<file path="src/rtl/spi_master_multi.sv">
`default_nettype none
// ============================================================================
// spi_master_multi : SPI master with per-transfer mode, order, divider, select
// Rev 1.0
// ============================================================================
module spi_master_multi #(
  parameter int DATA_W = 8,
  parameter int NUM_CS = 3,
  parameter int DIV_W  = 8,
  parameter int SEL_W  = (NUM_CS > 1) ? $clog2(NUM_CS) : 1
) (
  input  logic              clk,
  input  logic              reset,
  input  logic              en,
  input  logic              start,
  input  logic              cpol,
  input  logic              cpha,
  input  logic              lsb_first,
  input  logic [DIV_W-1:0]  clk_div,
  input  logic [SEL_W-1:0]  cs_sel,
  input  logic [DATA_W-1:0] data_in,
  input  logic              miso,
  output logic              mosi,
  output logic [NUM_CS-1:0] cs_n,
  output logic              sclk,
  output logic [DATA_W-1:0] data_out,
  output logic              busy,
  output logic              done
);

  localparam int HC_W = $clog2(2 * DATA_W);
  localparam logic [HC_W-1:0]  LAST_HALF = HC_W'(2 * DATA_W - 1);
  localparam logic [SEL_W:0]   CS_LIM    = (SEL_W + 1)'(NUM_CS);

  typedef enum logic [1:0] {
    IDLE  = 2'd0,
    SETUP = 2'd1,
    XFER  = 2'd2,
    HOLD  = 2'd3
  } state_t;

  state_t            state;
  logic [DIV_W-1:0]  div_cnt;
  logic [HC_W-1:0]   half_cnt;
  logic              lat_cpol, lat_cpha, lat_lsb;
  logic [DIV_W-1:0]  lat_div;
  logic [DATA_W-1:0] tx_sh, rx_sh, rx_next;
  logic              sel_ok, phase_end, lead, sample_edge, final_edge, sclk_edge, finish;

  function automatic logic [DATA_W-1:0] shift_word(input logic [DATA_W-1:0] w, input logic lsb);
    return lsb ? (w >> 1) : (w << 1);
  endfunction

  function automatic logic first_bit(input logic [DATA_W-1:0] w, input logic lsb);
    return lsb ? w[0] : w[DATA_W-1];
  endfunction

  assign sel_ok      = ({1'b0, cs_sel} < CS_LIM);
  assign phase_end   = (div_cnt == lat_div);
  assign lead        = (sclk == lat_cpol);
  assign sample_edge = lead ^ lat_cpha;
  // Edge 2*DATA_W is the trailing edge closing the last half; mosi must not move there.
  assign final_edge  = (state == XFER) && (half_cnt == LAST_HALF - 1'b1);
  assign sclk_edge   = en && phase_end &&
                       ((state == SETUP) || ((state == XFER) && (half_cnt != LAST_HALF)));
  // done lands in the last HOLD cycle; with H=1 that is the cycle right after XFER.
  assign finish      = en && (((state == XFER) && phase_end && (half_cnt == LAST_HALF) && (lat_div == '0)) ||
                              ((state == HOLD) && !done && (div_cnt == lat_div - 1'b1)));
  assign rx_next     = lat_lsb ? {miso, rx_sh[DATA_W-1:1]} : {rx_sh[DATA_W-2:0], miso};

  always_ff @(posedge clk or negedge reset) begin
    if (!reset) begin
      state    <= IDLE;
      div_cnt  <= '0;
      half_cnt <= '0;
      lat_cpol <= 1'b0;
      lat_cpha <= 1'b0;
      lat_lsb  <= 1'b0;
      lat_div  <= '0;
      tx_sh    <= '0;
      rx_sh    <= '0;
      mosi     <= 1'b0;
      cs_n     <= '1;
      sclk     <= 1'b0;
      data_out <= '0;
      busy     <= 1'b0;
      done     <= 1'b0;
    end else begin
      case (state)
        IDLE: begin
          sclk <= cpol;
          cs_n <= '1;
          done <= 1'b0;
          busy <= 1'b0;
          if (start && en && sel_ok) begin
            state    <= SETUP;
            busy     <= 1'b1;
            lat_cpol <= cpol;
            lat_cpha <= cpha;
            lat_lsb  <= lsb_first;
            lat_div  <= clk_div;
            div_cnt  <= '0;
            half_cnt <= '0;
            rx_sh    <= '0;
            cs_n     <= ~(NUM_CS'(1) << cs_sel);
            if (!cpha) begin
              mosi  <= first_bit(data_in, lsb_first);
              tx_sh <= shift_word(data_in, lsb_first);
            end else begin
              tx_sh <= data_in;
            end
          end
        end
        SETUP: if (en) begin
          if (phase_end) begin
            state   <= XFER;
            div_cnt <= '0;
          end else begin
            div_cnt <= div_cnt + 1'b1;
          end
        end
        XFER: if (en) begin
          if (phase_end) begin
            div_cnt <= '0;
            if (half_cnt == LAST_HALF) state <= HOLD;
            else                       half_cnt <= half_cnt + 1'b1;
          end else begin
            div_cnt <= div_cnt + 1'b1;
          end
        end
        HOLD: begin
          if (done) begin
            state <= IDLE;
            done  <= 1'b0;
            busy  <= 1'b0;
          end else if (en) begin
            div_cnt <= div_cnt + 1'b1;
          end
        end
        default: state <= IDLE;
      endcase

      if (sclk_edge) begin
        sclk <= ~sclk;
        if (sample_edge) begin
          rx_sh <= rx_next;
        end else if (!final_edge) begin
          mosi  <= first_bit(tx_sh, lat_lsb);
          tx_sh <= shift_word(tx_sh, lat_lsb);
        end
      end

      if (finish) begin
        done     <= 1'b1;
        cs_n     <= '1;
        data_out <= rx_sh;
      end
    end
  end

endmodule
`default_nettype wire

</file>
<file path="config.mk">
export PLATFORM = sky130hd
export DESIGN_NAME = spi_master_multi
export DESIGN_NICKNAME = d
export VERILOG_FILES = /design/src/rtl/spi_master_multi.sv
export SDC_FILE = /design/constraint.sdc
export NUM_CORES = 1
export LEC_CHECK = 0
export CELL_PAD_IN_SITES_DETAIL_PLACEMENT = 1
export CELL_PAD_IN_SITES_GLOBAL_PLACEMENT = 2
export CORE_MARGIN = 2
export CORE_UTILIZATION = 36
export CTS_CLUSTER_SIZE = 24
export DETAILED_ROUTE_END_ITERATION = 7
export GPL_TIMING_DRIVEN = 0
export PLACE_DENSITY = 0.85
export RECOVER_POWER = 50
export SLEW_MARGIN = 20
export SYNTH_ARGS = -nofsm -noshare
export SYNTH_HDL_FRONTEND = slang
export SYNTH_SLANG_ARGS = --single-unit
</file>
<file path="constraint.sdc">
create_clock -name clk -period 3.2 [get_ports clk]
set_input_delay 0.32 -clock clk [delete_from_list [all_inputs] [get_ports clk]]
set_output_delay 0.32 -clock clk [all_outputs]
set_load 0.05 [all_outputs]
</file>
==> flow_metrics.py, run 1 <==
metrics = {
    "floorplan": {
        "die_area_mm2": 0.00993,
        "die_x_um": 99.6,
        "start_util_pct": 37.4,
        "num_rows": 34,
        "coreArea_mm2": 0.00881,
        "ios": 41,
        "die_h_um": 99.6,
    },
    "setup_path": {
        "startpoint": "lat_div[0]$_DFFE_PN0P_",
        "critPathKind": "flop to flop",
        "required_ns": 3.43,
        "end_kind": "flop",
        "crit_arrival_ns": 2.70,
        "cp-start-kind": "flop",
        "rr_startpoint": "lat_div[0]$_DFFE_PN0P_",
        "path_max_fanout": 10,
    },
    "sta": {
        "relSlewSlack_pct": -0.373,
        "setup_violations": 0,
        "rsz0062_at_grt": "no",
        "skew_ns": 0.0154,
        "period_share_pct": 77.4,
        "tightest_slew_ns": 1.51,
        "min_period_ns": 2.48,
        "hold_violations": 0,
        "whs_ns": 0.516,
        "drv_slew": 27,
        "max_freq_mhz": 404,
    },
    "global_routing": {
        "grt.overflow.total": 0,
        "grt_max_degree": 31,
        "gr-usage-all-layers_pct": 16.8,
        "grt_pass1_wl_um": 13400,
        "antenna_found_initial": 0,
        "grt_pass1_vias": 2667,
    },
    "synthesis": {
        "syn_avg_cell_area_um2": 10.0,
        "ys_warn_count": 0,
        "async_reset_ff_share_pct": 100,
        "ys_seq_elements": 56,
        "synth_top_area_share_pct": 40.3,
        "yosysSeqAreaShare_pct": 42.7,
        "netlist_area_mm2": 0.00329,
        "syn_inst": 329,
        "synth_edf_count": 0,
        "ys_types": 49,
        "yosys-top-cells-area": "dfrtp_1 40%, mux2i_1 10%, mux2_2 4.4%",
        "syn_nets": 364,
        "synth_area_leader_cell": "dfrtp_1",
        "yosys_most_used_dff": "dfrtp_1",
    },
    "route": {
        "drc": 0,
        "routed_wl_um": 7910,
        "via_count": 2599,
        "firstDrtPassIters": 4,
        "postRouteAntennaNets": 0,
        "drt_iter0_markers": 57,
        "viasPerCell": 5.36,
        "wl_per_cell_um": 16.3,
    },
    "cts": {
        "clk_path_buf_depth": 2,
        "cts_tree": "done",
        "clk_latency_ns": 0.32,
        "cts_root_buffer": "clkbuf_8",
        "clkTransAtPathRegs_ns": 0.12,
        "cts.sinks": 56,
        "cts_buffers": 5,
        "cts_htree_levels": 2,
        "cts_resized": 0,
    },
    "worst_hold_path": {
        "min_from": "busy$_DFFE_PN0P_",
        "hold_path_class": "flop to flop",
    },
    "finish": {
        "fin_cells": 485,
        "fillerInstances": 1015,
        "num_antenna_cells": 0,
        "area_delta_synth_final_pct": 18.8,
        "layout-drive-gt1-share_pct": 11.4,
        "fin_area_mm2": 0.00391,
        "layout_common_cells": "53 x dfrtp_1, 33 x mux2i_1, 30 x nor2_1, 30 x clkdlybuf4s50_1, 26 x nand2_1",
        "final_common_cell": "dfrtp_1",
        "nNetsFinal": 411,
    },
    "pwr": {
        "vdd_drop_max_mv": 0.293,
        "leakage_uw": 0.00167,
        "p_per_area_mw_per_mm2": 738,
    },
    "place": {
        "post-place-cells": 476,
        "placed_area_mm2": 0.00382,
        "gp_congestion": 0.802,
        "io_buffers": 38,
        "dp.final_hpwl_um": 6090,
    },
    "run_status": {
        "outcome": "finished with violations",
        "violations": "max-capacitance violations, max-slew violations",
    },
    "run": {
        "drv_cap": 1,
    },
}
[logic make-up after synthesis]
logic type,after synthesis,share of synthesized area [%]
AOI/OAI and AO/OA,70,13.2
DFF,56,42.7
and+or+nand+nor,99,14.8
muxes,54,17.9
adders and majority gates,9,3.42
buffers and inverters,26,3.80
xor gates and xnor gates,15,4.22
[power breakdown]
group	switching, µW	internal (µW)
Sequential	199	899
Combinational	767	597
Clock	266	160
Total	1230	1660
[synth_stat cells, drive strengths merged (2+ instances only)]
master	number
clkbuf	10
a21o	4
a31oi	2
nand2	26
a22o	5
xor2	3
nor3b	2
buf	6
nand4	5
nor2b	4
o21ai	26
nand3	12
dfstp	3
o221ai	2
dfrtp	53
nor3	7
a21oi	21
and3	3
and2	2
nor2	30
nor4b	3
mux2	21
inv	10
ha	9
xnor2	12
mux2i	33
[through the flow]
stage               total power (µW)  setup WS (ns)  TNS (ns)  utilization, %
floorplan                       2100          0.964         0               -
global placement                2430        -0.0220    -0.989            43.2
detailed placement              2500          0.699         0            43.4
CTS                             2930          0.695         0            44.6
global route                    3120          0.344         0            44.4
finish                          2890          0.724         0            44.4
[routing by layer]
metal  global-route usage, %  vias up  share of wire [%]  wire length, µm
met2                    26.9       44                 47             3690
met5                       0        -                  0                0
li1                        -     1274                  -                -
met3                    2.60        8                2.8              220
met1                    23.5     1273                 49             3880
met4                    5.27        0                1.4              114
[critical path: stages (launching register included)]
cell	delay, ns
dfrtp_1	0.43
inv_1	0.06
ha_1	0.30
xnor2_1	0.12
nor2_1	0.14
nand3_1	0.10
or4_1	0.58
o2bb2ai_2	0.19
buf_6	0.17
mux2_4	0.30
[worst paths after layout]
kind	depth (start not counted)	slack [ns]	to
min in group asynchronous	2	0.90	div_cnt[3]$_DFFE_PN0P_
max in group asynchronous	3	0.83	lat_cpha$_DFFE_PN0P_
worst min register to register	2	0.52	busy$_DFFE_PN0P_
worst min-delay path	2	0.52	busy$_DFFE_PN0P_
worst max register to register	9	0.72	data_out[7]$_DFFE_PN0P_
worst max-delay path	9	0.72	data_out[7]$_DFFE_PN0P_
[sequential cells by signal, summed over array words and instances (netlist names), 2 cells and up]
signal	count
data_out	8
state	2
tx_sh	8
cs_n	3
div_cnt	8
lat_div	8
rx_sh	8
half_cnt	4
[layout make-up]
cell class,instances,area (µm²),share of cell area (%)
plain buffers,16,87.6,2.24
clock buffers,5,68.8,1.76
clock inverters,3,26.3,0.672
inverters,10,37.5,0.960
multi-input cells,247,1760,45.0
flip-flops and latches,56,1410,35.9
well taps,108,135,3.45
repair buffers,40,389,9.95
[timing repair]
item	in CTS	in global routing
buffers inserted	0	0
endpoints found under the hold margin	23	0
hold buffers	1	0
Power figures use the tool's default switching activity.
==> inputs of run 2 (changes only) <==
--- a/config.mk
+++ b/config.mk
@@ -8,11 +8,11 @@
 export CELL_PAD_IN_SITES_DETAIL_PLACEMENT = 1
 export CELL_PAD_IN_SITES_GLOBAL_PLACEMENT = 2
 export CORE_MARGIN = 2
-export CORE_UTILIZATION = 36
+export CORE_UTILIZATION = 32
 export CTS_CLUSTER_SIZE = 24
 export DETAILED_ROUTE_END_ITERATION = 7
 export GPL_TIMING_DRIVEN = 0
-export PLACE_DENSITY = 0.85
+export PLACE_DENSITY = 0.8
 export RECOVER_POWER = 50
 export SLEW_MARGIN = 20
 export SYNTH_ARGS = -nofsm -noshare
==> constraint.sdc (replaced) <==
create_clock -name clk -period 2.1 [get_ports clk]
set_input_delay 0.21 -clock clk [delete_from_list [all_inputs] [get_ports clk]]
set_output_delay 0.21 -clock clk [all_outputs]
set_load 0.05 [all_outputs]
==> run 2 against run 1 <==
The flow finishes with violations (negative setup slack). Wire length increased by 11%. Design area up 11%. Largest power group unchanged. Sequential power rose by 55%.
==> flow_metrics.py, run 2 (same netlist as run 1, synthesis figures left out) <==
metrics = {
    "setup_path": {
        "crit_arrival_ns": 2.52,
        "reg2reg_slack_ns": -0.21,
        "ff2ff_path_depth": 9,
        "cp-start-kind": "flop",
        "required_ns": 2.31,
        "rr_startpoint": "lat_div[1]$_DFFE_PN0P_",
        "path_max_fanout": 7,
        "rr_endpoint": "data_out[0]$_DFFE_PN0P_",
        "end_kind": "flop",
        "critPathKind": "flop to flop",
    },
    "finish": {
        "postLayoutCoreUtil_pct": 42.8,
        "nNetsFinal": 430,
        "layout_common_cells": "50 x dfrtp_1, 37 x clkdlybuf4s50_1, 33 x mux2i_1",
        "layout-drive-gt1-share_pct": 25.0,
        "area_delta_synth_final_pct": 32.0,
        "final_common_cell": "dfrtp_1",
        "num_antenna_cells": 0,
    },
    "cts": {
        "clkTransAtPathRegs_ns": 0.12,
        "clk_path_buf_depth": 2,
        "cts_htree_levels": 2,
        "cts_buffers": 5,
        "clk_latency_ns": 0.32,
        "cts_root_buffer": "clkbuf_8",
        "cts.sinks": 56,
        "cts_tree": "done",
    },
    "floorplan": {
        "coreArea_mm2": 0.0101,
        "die_x_um": 105,
        "die_h_um": 105,
        "die_area_mm2": 0.0111,
        "ios": 41,
        "start_util_pct": 32.5,
        "num_rows": 37,
    },
    "sta": {
        "hold_violations": 0,
        "max_freq_mhz": 433,
        "relSlewSlack_pct": 24.0,
        "drv_slew": 0,
        "fin_setup_tns_ns": -2.56,
        "min_period_ns": 2.31,
        "tightest_slew_ns": 1.14,
        "skew_ns": 0.00990,
        "setup_violations": 17,
        "period_share_pct": 110,
        "rsz0062_at_grt": "yes",
        "fin_ws_ns": -0.209,
    },
    "route": {
        "firstDrtPassIters": 4,
        "drc": 0,
        "wl_per_cell_um": 16.5,
        "routed_wl_um": 8780,
        "drt_iter0_markers": 92,
        "viasPerCell": 5.06,
        "via_count": 2694,
        "postRouteAntennaNets": 0,
    },
    "pwr": {
        "power_uw": 5020,
        "leakage_uw": 0.00183,
        "p_per_area_mw_per_mm2": 1160,
        "vdd_drop_max_mv": 0.635,
    },
    "run_status": {
        "violations": "negative setup slack",
        "outcome": "finished with violations",
    },
    "global_routing": {
        "grt_max_degree": 49,
        "grt.overflow.total": 0,
        "antenna_found_initial": 0,
        "grt_pass1_wl_um": 14500,
        "gr-usage-all-layers_pct": 16.0,
        "grt_pass1_vias": 2860,
    },
    "place": {
        "dp.final_hpwl_um": 6110,
        "io_buffers": 38,
        "gp_congestion": 0.768,
    },
    "run": {
        "drv_cap": 0,
    },
    "worst_hold_path": {
        "hold_path_class": "input pin to async pin",
    },
}
-- run 2: worst max-delay path, stage by stage (launching register included) --
cell and delay, ns:
dfrtp_1 0.41, inv_2 0.07, ha_4 0.20, xnor2_2 0.12, nor2_1 0.14, nand3_1 0.11
or4_4 0.52, o2bb2ai_4 0.17, buf_8 0.16, mux2_4 0.29
-- run 2: cell type report --
cell class              count  area [µm²]
fillers                  1130        5790
multi-input cells         247        1960
flip-flops and latches     56        1410
repair buffers             61         576
well taps                 136         170
plain buffers              14         101
clock buffers               5        68.8
inverters                  10        37.5
clock inverters             3        25.0
-- run 2: power by group --
| group | internal (µW) | switching [µW] |
|---|---|---|
| logic | 1260 | 1410 |
| registers | 1370 | 332 |
| clock network | 245 | 402 |
| total | 2870 | 2150 |
-- run 2: layer usage --
| metal | GRT usage [%] | vias up | routed length, µm | share of wire, % |
|---|---|---|---|---|
| met5 | 0 | - | 0 | 0 |
| met4 | 3.81 | 0 | 68 | 0.77 |
| met3 | 2.16 | 5 | 189 | 2.2 |
| met2 | 27.2 | 36 | 4460 | 51 |
| met1 | 21.5 | 1350 | 4070 | 46 |
| li1 | - | 1303 | - | - |
-- run 2: repair_timing --
action / CTS / global route
gates cloned: 1 / 1
endpoints found under the setup margin: 49 / 42
setup buffers: 14 / 6
gates resized for setup: 37 / 37
pin swaps: 10 / 10
hold buffers: 1 / 0
endpoints found under the hold margin: 55 / 0
-- run 2: how the worst max path moves through the flow --
stage                                    to                    from
global route        data_out[0]$_DFFE_PN0P_  lat_div[1]$_DFFE_PN0P_
detailed placement  data_out[0]$_DFFE_PN0P_  lat_div[0]$_DFFE_PN0P_
finish              data_out[0]$_DFFE_PN0P_  lat_div[1]$_DFFE_PN0P_
floorplan           data_out[0]$_DFFE_PN0P_  lat_div[0]$_DFFE_PN0P_
global placement     div_cnt[3]$_DFFE_PN0P_                   reset
CTS                 data_out[0]$_DFFE_PN0P_  lat_div[1]$_DFFE_PN0P_
-- run 2: through the flow --
step	setup slack (ns)	cell area, µm²	hold slack [ns]	cells
2_1_floorplan	-0.132	3290	-0.0856	329
3_3_place_gp	-1.04	3840	0.479	503
3_5_place_dp	-0.413	3870	0.0518	504
4_1_cts	-0.203	4250	0.254	527
5_1_grt	-0.261	4340	0.360	532
6_report	-0.209	4340	0.337	532
==> inputs of run 3 (changes only) <==
--- a/config.mk
+++ b/config.mk
@@ -9,7 +9,6 @@
 export CELL_PAD_IN_SITES_GLOBAL_PLACEMENT = 2
 export CORE_MARGIN = 2
 export CORE_UTILIZATION = 32
-export CTS_CLUSTER_SIZE = 24
 export DETAILED_ROUTE_END_ITERATION = 7
 export GPL_TIMING_DRIVEN = 0
 export PLACE_DENSITY = 0.8
==> results of run 3 <==
The final DEF is identical to that of run 2; final timing and power are the same.
